--- src/rtl/mem_access_unit.sv ---
// Load/store unit bridging a request/response handshake to a combinational-read data memory.
// Supports 24-bit word and byte accesses; byte stores use read-modify-write to preserve neighbours.
module mem_access_unit #(
  parameter int MEM_BYTES = 128
) (
  input  logic        clock,
  input  logic        reset_n,
  input  logic        req_valid,
  output logic        req_ready,
  input  logic        req_write,
  input  logic        req_byte,
  input  logic [23:0] req_addr,
  input  logic [23:0] req_wdata,
  output logic        rsp_valid,
  input  logic        rsp_ready,
  output logic [23:0] rsp_rdata,
  output logic        rsp_error,
  output logic [23:0] mem_addr,
  output logic [23:0] mem_wdata,
  output logic        mem_write,
  output logic        mem_read,
  input  logic [23:0] mem_rdata,
  output logic [7:0]  err_count
);

  typedef enum logic [1:0] {IDLE, READ, WRITE, RESP} state_t;

  // Highest legal start address: a word spans addr..addr+2.
  localparam logic [23:0] MAX_ADDR = 24'(MEM_BYTES - 3);

  state_t      state, nextState;
  logic        accept;
  logic        inRange;
  logic        latWrite;
  logic        latByte;
  logic [7:0]  latByteData;
  logic [23:0] memAddr;
  logic [23:0] memWdata;
  logic [23:0] rspRdata;
  logic        rspError;
  logic [7:0]  errCount;

  assign accept  = req_valid && (state == IDLE);
  assign inRange = (req_addr <= MAX_ADDR);

  always_ff @(posedge clock or negedge reset_n) begin
    if (!reset_n) state <= IDLE;
    else          state <= nextState;
  end

  always_comb begin
    nextState = state;
    req_ready = 1'b0;
    rsp_valid = 1'b0;
    mem_read  = 1'b0;
    mem_write = 1'b0;
    case (state)
      IDLE: begin
        req_ready = 1'b1;
        if (req_valid) begin
          if (!inRange)                    nextState = RESP;
          else if (req_write && !req_byte) nextState = WRITE;
          else                             nextState = READ;
        end
      end
      READ: begin
        mem_read  = 1'b1;
        nextState = latWrite ? WRITE : RESP;
      end
      WRITE: begin
        mem_write = 1'b1;
        nextState = RESP;
      end
      RESP: begin
        rsp_valid = 1'b1;
        if (rsp_ready) nextState = IDLE;
      end
      default: nextState = IDLE;
    endcase
  end

  always_ff @(posedge clock or negedge reset_n) begin
    if (!reset_n) begin
      latWrite <= 1'b0;
      latByte  <= 1'b0;
      memAddr  <= '0;
      memWdata <= '0;
      rspRdata <= '0;
      rspError <= 1'b0;
      errCount <= '0;
    end else begin
      case (state)
        IDLE: begin
          if (req_valid) begin
            latWrite <= req_write;
            latByte  <= req_byte;
            rspRdata <= '0;
            rspError <= !inRange;
            if (!inRange) begin
              if (errCount != 8'hFF) errCount <= errCount + 8'd1;
            end else begin
              memAddr <= req_addr;
              if (req_write && !req_byte) memWdata <= req_wdata;
            end
          end
        end
        READ: begin
          // Byte store merges the new top byte with the two trailing bytes just read.
          if (latWrite)     memWdata <= {latByteData, mem_rdata[15:0]};
          else if (latByte) rspRdata <= {16'h0, mem_rdata[23:16]};
          else              rspRdata <= mem_rdata;
        end
        default: ;
      endcase
    end
  end

  always_ff @(posedge clock) begin
    if (accept) latByteData <= req_wdata[7:0];
  end

  assign mem_addr  = memAddr;
  assign mem_wdata = memWdata;
  assign rsp_rdata = rspRdata;
  assign rsp_error = rspError;
  assign err_count = errCount;

endmodule

--- config.mk ---
export PLATFORM = sky130hd
export DESIGN_NAME = mem_access_unit
export DESIGN_NICKNAME = d
export VERILOG_FILES = /design/src/rtl/mem_access_unit.sv
export SDC_FILE = /design/constraint.sdc
export NUM_CORES = 1
export LEC_CHECK = 0
export ABC_CLOCK_PERIOD_IN_PS = 2600
export CORE_ASPECT_RATIO = 1.2
export CORE_MARGIN = 5
export CORE_UTILIZATION = 45
export CTS_BUF_LIST = sky130_fd_sc_hd__clkbuf_4 sky130_fd_sc_hd__clkbuf_8
export DETAILED_ROUTE_END_ITERATION = 12
export GPL_ROUTABILITY_DRIVEN = 0
export HOLD_SLACK_MARGIN = 0.12
export PLACE_DENSITY = 0.89
export SLEW_MARGIN = 20
export SYNTH_ARGS = -nofsm -noshare
export SYNTH_HDL_FRONTEND = slang
export SYNTH_SLANG_ARGS = --single-unit
export TNS_END_PERCENT = 50
--- constraint.sdc ---
create_clock -name clock -period 2.6 [get_ports clock]
set_input_delay 0.52 -clock clock [delete_from_list [all_inputs] [get_ports clock]]
set_output_delay 0.52 -clock clock [all_outputs]
set_load 0.05 [all_outputs]
Word-level counts from Yosys, hierarchy flattened

Cells that the tools add are included.

Add/subtract/negate cells: 1
Magnitude comparators: 1
Eq/ne operators: 10
Muxes and demuxes: 19
Bitwise operators: 1
Reductions and logical operators: 12

Operators by type and width:

| operator            | number |
|---|---|
| $mux 24             | 7 |
| $pmux 24 s2         | 2 |
| $le 24x7->1 const B | 1 |
| $ne 2x2->1 const B  | 5 |
| $add 8x1->8 const B | 1 |
| $mux 2              | 4 |
| $ne 8x8->1 const B  | 1 |
| $pmux 2 s4          | 1 |
| $reduce_and 3->1    | 2 |
| $mux 1              | 5 |
| $reduce_and 5->1    | 1 |
| $eq 2x2->1 const B  | 2 |
| $reduce_and 2->1    | 2 |
| $reduce_and 4->1    | 1 |
| $eq 2x1->1 const B  | 1 |
| $logic_and 1x1->1   | 2 |
| $logic_not 1->1     | 2 |
| $logic_not 2->1     | 1 |
| $ne 2x1->1 const B  | 1 |
| $reduce_bool 2->1   | 1 |
| $not 1->1           | 1 |

Register bits: 93
Input bits: 78
Output and inout port bits: 85
Logic and storage cells: 53

Depth between registers and ports, before layout

Gate-level depths: netlist of run 1.

Word-level depth: 6
Depth in mapped cells: 9
Depth with buffers taken out: 7

Worst setup path after synthesis of run 1

No wires, ideal clock.

Path kind: reg-to-reg
From: register state[0]
To: register memAddr[5], in the netlist mem_addr[5]
Setup time: 0.125 ns
Data arrival time: 2.478 ns
Required time: 2.475 ns
Slack: -0.003 ns
Stages on the path, launching flop included: 7
Buffers on the path: 1
Clock period less this slack: 2.603 ns
Path through: dfrtp_1 > inv_1 > ha_1 > nand2_1 > nor4_2 > buf_4 > mux2_2

Word-level cells in the longest chain between the ends: 2

RTL lines:

| what                              | line | source |
|---|---|---|
| start: declaration                | 31   | `state_t state, nextState;` |
| start signal: assignment          | 48   | `else state <= nextState;` |
| $logic_not 2->1                   | 92   | `case (state)` |
| $reduce_and 3->1 (no source line) | --   |  |
| end signal: assignment            | 102  | `memAddr <= req_addr;` |
| end: declaration                  | 37   | `logic [23:0] memAddr;` |

Every way passes these cells.
A chain may end at the register's enable or synchronous reset.

Final worst setup path of run 1

From: register state[0]
To: output port mem_write

Word-level cells in the longest chain between the ends: 2

RTL lines:

| what             | line | source |
|---|---|---|
| $eq 2x2->1       | 57   | `case (state)` |
| $mux 1           | 57   |  |
| end: declaration | 20   | `output logic mem_write,` |

Every way passes these cells.

==> impl.org, run 1 <==
** Status
- The run finished with clean final reports.

** Final layout
- The multi-input combinational cells in the finished layout cover a total of between 1500 and 2000 sq um.
- For this run, the post-layout net count is approximately 600.
- Area growth from synthesis to layout :: 50.4%
- Antenna diode count :: 0
- The layout has between 600 and 700 filler cells.
- Post-route cell area :: 6020 sq um
- Combined flip-flop and latch cell area :: ~2400 sq um
- In the final layout, the share of cells above drive strength 1 is 12.7%.

** Clock tree
- The H-tree was split into 3 levels.
- CTS Sinks :: 93
- TritonCTS created 9 clock buffers.
- Buffer depth of the longest clock path :: 2
- Total setup buffers inserted after CTS :: 0
- Clock-pin slew was measured on the worst setup and hold paths at ~0.080 ns.
- TritonCTS clock tree :: done
- For the worst-skew pair, the clock arrives at the later sink with an insertion delay of between 0.3 and 0.4 ns.
- Root cell of the clock tree :: clkbuf_8

** Power
- PD cells :: 1230 nW/um^2
- Lkg Pwr :: 0.00257 uW
- The completed layout was analyzed and its total power is between 7000 and 8000 uW.
- Peak supply drop :: 784 uV

** STA
- Final period demand of the worst path :: approximately 2.4 ns
- The final max-slew violation count came to 0.
- Measured against its own limit, the worst slew margin works out to a little over half.
- Across the routed clock network, the largest skew measured is 0.00610 ns.
- Setup repair after global routing missed its margin :: false
- Dividing the final minimum period by the clock period gives between 90% and 100%.
- Derived from the worst setup path, the maximum achievable clock frequency is roughly 400 MHz.
- The number of hold violations in the final report is 0.
- Setup Total Neg Slack :: 0 ns
- Setup violations remaining at the end of the flow were counted as 0.
- At the pin with the least slew margin, the transition time is approximately 0.7 ns.

** Synth
- Synthesis handed over a netlist of approximately 350 instances.
- Adder and majority cell fraction of the synthesized area :: 1.56%
- After synthesis the netlist holds a flip-flop and latch count of between 90 and 100.
- Measured against the total synthesized area, the mux share comes to a little under an eighth.
- Dominant combinational cell family by area after synthesis :: simple AND/OR/NAND/NOR gates
- Net count after synthesis :: around 440
- Average cell area after synthesis :: 11.3 sq um
- Distinct cell type count of the synthesized netlist :: 34
- Sequential cells were found to cover roughly three fifths of the synthesized design area.
- Fraction of the mapped netlist area in simple logic gates :: between 10% and 20%
- Summing the areas of all compound-gate instances in the mapped netlist gives a little over a tenth of the synthesized area.
- Post-Syn Area :: 4000 sq um
- The synthesized netlist devotes under 10% of its cell area to XOR and XNOR gates.
- The Yosys step of the flow raised 0 warnings.

** Global routing
- Via count of the first global-routing pass :: roughly 3400
- Antenna violations before repair :: 0
- Global-route total usage across every layer :: between 20% and 30%
- The first global-routing pass estimated 17500 um of wire.
- Maximum number of pins on one net before global-route repair :: 49
- Summed over all layers, the global routing overflow is 0.

** Worst setup path
- Req. time, crit path :: between 2 and 2.5 ns
- Critical path class :: flop to output port
- STA classifies the critical path startpoint as a flop.
- Crit path max fanout :: 4
- The worst setup path is captured at an output port.
- Arrival time at the worst endpoint :: 1.91 ns

** Floorplanning
- Measured along the x axis, the die boundary spans about 96 um.
- For this configuration, the core starts out at a cell density of 46.2%.
- The die covers between 10000 and 15000 sq um.
- Core region area :: ~8700 sq um
- For this design the top-level I/O count stands at between 150 and 200.
- Cell row count :: 37
- Measured along the y axis, the die boundary spans between 100 and 150 um.

** Placement
- The wire-length estimate of the detail-placed layout is around 8400 um.
- Area of placed instances :: roughly 5800 sq um
- Buffers placed on the I/O ports in this run total 162.

** Detailed routing
- Antenna viol nets, final :: 0
- Number of detailed-routing iterations run before antenna repair :: 4
- In the final routed layout, each cell accounts on average for between 15 and 20 um.
- For this block, the initial DRC count from the detailed router was ~160.
- Total vias in the final route :: around 3300
- Total DRC errors in the routed layout :: 0
- Total length of routed wires :: ~11000 um
- Number of vias per cell :: between 5 and 6

** Job
- Max-cap viol count :: 0

** Worst hold path
- Tightest Hold Check Type :: input port to async pin
## power by group
group          total (uW)  switching [uW]  internal, uW
Clock                 982             477           505
Sequential           2260             342          1920
Combinational        4140            2690          1450
## cells in the final DEF, fill, tap and decap left out, types with 8 or more instances in the layout
cell type and n:
buf_4 17, o31ai_1 8, o21ai_0 27, dfrtp_1 85, clkdlybuf4s50_1 159, mux2i_1 16, nand2_1 52, mux2_2 27
inv_1 12, a31oi_1 16, a21oi_1 16, edfxtp_1 8, nor2b_1 19, clkbuf_8 11
## cell type report
cell class | instances | share of cell area, %
multi-input cells | 228 | 25.3
clock inverters | 4 | 0.790
well taps | 117 | 2.43
inverters | 12 | 0.748
clock buffers | 12 | 2.64
flip-flops and latches | 93 | 39.3
repair buffers | 177 | 28.8
## cells by family after synthesis
family	Yosys count
and+or+nand+nor	101
muxes	43
xor gates and xnor gates	7
AOI/OAI and AO/OA	72
buffers and inverters	33
DFF	93
adders and majority gates	5
## layer usage
metal	global-route usage (%)	wire length (um)	vias up
li1	-	-	1568
met5	0	0	-
met4	6.26	172	0
met2	35.7	5650	140
met1	25.2	4290	1586
met3	6.72	1020	15
## sequential cells by signal, indices dropped and copies added, names as in the netlist
register,flops
rsp_rdata,24
mem_wdata,24
err_count,8
latByte,1
state,2
mem_addr,24
latByteData,8
rsp_error,1
latWrite,1
## stage by stage
step,worst slack [ns],hold WS (ns),cells,util [%]
4_1_cts,0.0602,0.158,643,69.5
3_3_place_gp,-0.0366,0.459,627,67.1
5_1_grt,0.0360,0.172,643,69.5
6_report,0.174,0.162,643,69.5
3_5_place_dp,-0.173,0.470,627,67.1
2_1_floorplan,0.250,0.224,354,-
## what timing repair did
| item | CTS | global route |
|---|---|---|
| setup endpoints to repair | 0 | 1 |
| hold buffers | 0 | 0 |
| gates resized for setup | 0 | 1 |
## critical path: stages, from the launching register on
cell             delay (ns)
dfrtp_1                0.42
inv_1                  0.11
ha_1                   0.18
clkdlybuf4s50_1        0.84
## path summary, 6_finish.rpt
path                               from      endpoint  slack (ns)  cells after the start
min in group clock         rsp_rdata[3]  rsp_rdata[3]        0.48                      2
min reg2reg                rsp_rdata[3]  rsp_rdata[3]        0.48                      2
max in group asynchronous       reset_n   mem_addr[6]        1.70                      2
max reg2reg                    state[0]  err_count[7]        0.47                      7
max                            state[0]     mem_write        0.17                      3
min                             reset_n  mem_wdata[8]        0.16                      1
## synth_stat cells
| library cell | count | area [sq um] |
|---|---|---|
| dfrtp_1 | 85 | 2130 |
| nand2_1 | 52 | 195 |
| mux2_2 | 27 | 304 |
| o21ai_0 | 27 | 135 |
| nor2b_1 | 19 | 119 |
| clkbuf_1 | 17 | 63.8 |
| a21oi_1 | 16 | 80.1 |
| a31oi_1 | 16 | 100 |
| mux2i_1 | 16 | 160 |
| inv_1 | 12 | 45.0 |
| edfxtp_1 | 8 | 240 |
| o31ai_1 | 8 | 60.1 |
| nor2_1 | 7 | 26.3 |
| ha_1 | 5 | 62.6 |
| nor4_1 | 5 | 31.3 |
| nand3_1 | 4 | 20.0 |
| xor2_1 | 4 | 35.0 |
| nand4_1 | 3 | 18.8 |
| xnor2_1 | 3 | 26.3 |
| a21o_1 | 2 | 15.0 |
| buf_2 | 2 | 10.0 |
| nand2b_1 | 2 | 12.5 |
| nor3_1 | 2 | 10.0 |
| or3_1 | 2 | 12.5 |
| a311oi_1 | 1 | 8.76 |
| buf_1 | 1 | 3.75 |
| buf_4 | 1 | 7.51 |
| nand2_2 | 1 | 6.26 |
| nor3b_1 | 1 | 7.51 |
| nor4_2 | 1 | 12.5 |
| o21ai_1 | 1 | 5.00 |
| o41ai_4 | 1 | 27.5 |
| or2_2 | 1 | 6.26 |
| or4_1 | 1 | 7.51 |
No activity file was read; power rests on OpenSTA's default activity.
==> run 2: changes to the inputs <==
PLACE_DENSITY = 0.83   (was 0.89)
==> impl.org, run 2 (synthesized netlist as in run 1, its figures left out) <==
** Detailed routing
- The average wire per cell in the routed design came to 17.1 um (-1.5%).
- The routed via count divided by cell count is 5.08 (-1.2%).
- Number of detailed-routing iterations run before antenna repair :: 4 (unchanged)
- Total DRC errors in the routed layout :: 0 (unchanged)
- The post-route antenna net violation count came to 0 (unchanged).
- 1st-iter DRT viols :: 158 (+1.3%)
- The final wirelength is 11000 um (-1.5%).
- Total vias in the final route :: 3268 (-1.2%)

** Floorplanning
- Starting utilization of the core area :: 46.2% (unchanged)
- Die Height :: 113 um (unchanged)
- Area of the die :: 10900 sq um (unchanged)
- Cell row count :: 37 (unchanged)
- The top-level I/O count came to 163 (unchanged).
- Core region area :: 8660 sq um (unchanged)
- Chip width :: 96.1 um (unchanged)

** STA
- Setup Total Neg Slack :: 0 ns (unchanged)
- Share of the cycle needed by the critical path after routing :: 92.9% (-0.43 points)
- The tightest slew margin relative to the limit was 54.6% (+0.76 points).
- Count of final setup violators :: 0 (unchanged)
- Final period demand of the worst path :: 2.41 ns (-0.0113 ns)
- The number of hold violations in the final report is 0 (unchanged).
- The final max-slew violation count came to 0 (unchanged).
- Transition time of the tightest slew-check pin :: 0.681 ns (-0.0114 ns)
- Fmax :: 414 MHz (+0.47%)
- The final clock skew is 0.00779 ns (+0.00168 ns).
- Setup repair after global routing left no endpoint under its margin.

** Job
- The reported max-cap violation count was 0 (unchanged).

** Clock tree
- The number of buffers between clock root and the deepest sink came to 2 (unchanged).
- Number of buffers added by the clock tree synthesis step :: 9 (unchanged)
- Root cell of the clock tree :: clkbuf_8
- The depth of the CTS H-tree is 3 (unchanged).
- CTS Sinks :: 93 (unchanged)
- Clock-pin slew reported for the worst setup and hold paths after clock tree synthesis :: 0.09 ns (about the same)
- TritonCTS built the clock tree.
- Clock latency on the worst-skew pair :: 0.36 ns (about the same)
- Count of hold buffers inserted by post-cts repair :: 0 (unchanged)

** Final layout
- The final cell count without fillers was 643 (unchanged).
- The final design utilization came to 70.2% (+0.69 points).
- Antenna diode count :: 0 (unchanged)
- The post-layout net count was 604 (unchanged).
- Area growth from synthesis to layout :: 51.9%
- The count of filler cells inserted in the layout came to 652 (+2.7%).
- Leading cell types in the layout, fill and taps excluded :: clkdlybuf4s50_1 (159), dfrtp_1 (85), nand2_1 (52)
- The library cell used most frequently in the layout, excluding fill and tap cells, is clkdlybuf4s50_1.
- Proportion of layout cells with a drive suffix above 1 :: 12.7% (unchanged)

** Power
- The ratio of total power to cell area came to 1240 nW/um^2 (+0.83%).
- The static leakage power is 0.00259 uW (+1.0%).
- The total power draw was 7520 uW (+1.8%).
- Peak supply drop :: 724 uV (-7.7%)

** Worst setup path
- Total buffers and inverters traversed by the critical path :: 2 (unchanged)
- Critical path class :: flop to output port
- The kind of cell with the highest combined delay along the critical path is buffers and inverters.
- The signal on the critical path passes through inv_1 -> ha_1 -> clkdlybuf4s50_1.
- Critical Path Stages :: 3 (unchanged)
- Req. time, crit path :: 2.08 ns (about the same)
- In this run the critical register-to-register path is captured at err_count[7].
- Library cell contributing the largest single delay on the critical path :: clkdlybuf4s50_1
- Worst setup slack for register-to-register paths :: 0.55 ns (+0.08 ns)
- Crit path max fanout :: 4 (unchanged)
- The worst-case reg-to-reg path depth is 7 (unchanged).
- Type of element capturing the critical path :: output port
- Arrival time at the worst endpoint :: 1.89 ns (-0.02 ns)
- The worst setup path is launched from a flop.
- In this run the critical register-to-register path is launched from state[0].
- The maximum cell stage delay along the critical path is 0.83 ns (about the same).

** Global routing
- The initial antenna violation count came to 0 (unchanged).
- The number of global-route vias before repair came to 3430 (-0.23%).
- Wire length of the first global-routing pass :: 17400 um (-0.71%)
- Maximum number of pins on one net before global-route repair :: 86 (+76%)
- The total overflow reported by the global router was 0 (unchanged).
- The overall routing resource usage came to 20.8% (-0.16 points).

** Placement
- The post-DP HPWL is 8190 um (-2.9%).
- Number of placed instances, taps included :: 627 (unchanged)
- The number of I/O port buffers came to 162 (unchanged).

** Status
- The run finished with clean final reports.

** Worst hold path
- In this run the worst hold path is classified as input port to async pin.
[run 2: cell types whose count changed in the layout (fill, tap and decap cells not counted), sizes merged]
cell,before,now
clkinvlp,1,0
bufinv,1,2
[run 2: per-stage QoR]
stage          hold slack, ns  instance area [sq um]  setup WS, ns
3_5_place_dp            0.470                   5850       -0.0916
5_1_grt                 0.189                   6080        0.0936
3_3_place_gp            0.460                   5850       0.00766
4_1_cts                 0.190                   6080        0.0392
6_report                0.160                   6080         0.185
2_1_floorplan           0.224                   4010         0.250
[run 2: routing by layer]
metal	wire [um]	GRT usage (%)	share of wire [%]
met4	320	9.87	2.9
met2	5450	33.9	50
met5	0	0	0
met3	941	6.25	8.6
met1	4260	24.9	39
[run 2: worst reg2reg max path, stage by stage (launching register included)]
cell,delay [ns]
dfrtp_1,0.42
inv_1,0.10
ha_2,0.28
nand2_1,0.21
inv_1,0.12
o21ai_1,0.15
or4_1,0.51
xnor2_1,0.14
[run 2: worst max-delay path by stage]
stage                 start            to  slack, ns
2_1_floorplan      state[0]   mem_addr[5]       0.25
3_3_place_gp   req_addr[20]  mem_wdata[6]      0.008
3_5_place_dp   req_addr[20]  mem_wdata[2]      -0.09
4_1_cts            state[0]     req_ready       0.04
5_1_grt            state[0]     mem_write       0.09
6_report           state[0]     mem_write       0.19
[run 2: power by group]
part,switching [uW],internal (uW),leakage [uW]
Sequential,336,1920,0.00117
Clock,484,602,0.000120
Combinational,2690,1490,0.00130
Total,3510,4020,0.00259
[run 2: cell type report]
| class | instances | area [sq um] | share of cell area, % |
|---|---|---|---|
| Tap cell | 117 | 146 | 2.41 |
| Timing Repair Buffer | 177 | 1770 | 29.1 |
| Clock inverter | 4 | 70.1 | 1.15 |
| Multi-Input combinational cell | 228 | 1520 | 25.0 |
| Inverter | 12 | 45.0 | 0.741 |
| Sequential cell | 93 | 2370 | 38.9 |
| Clock buffer | 12 | 159 | 2.61 |
[run 2: repair_timing]
item	4_1_cts	5_1_grt
setup endpoints to repair	0	1
setup buffers	0	0
resized for setup	0	1
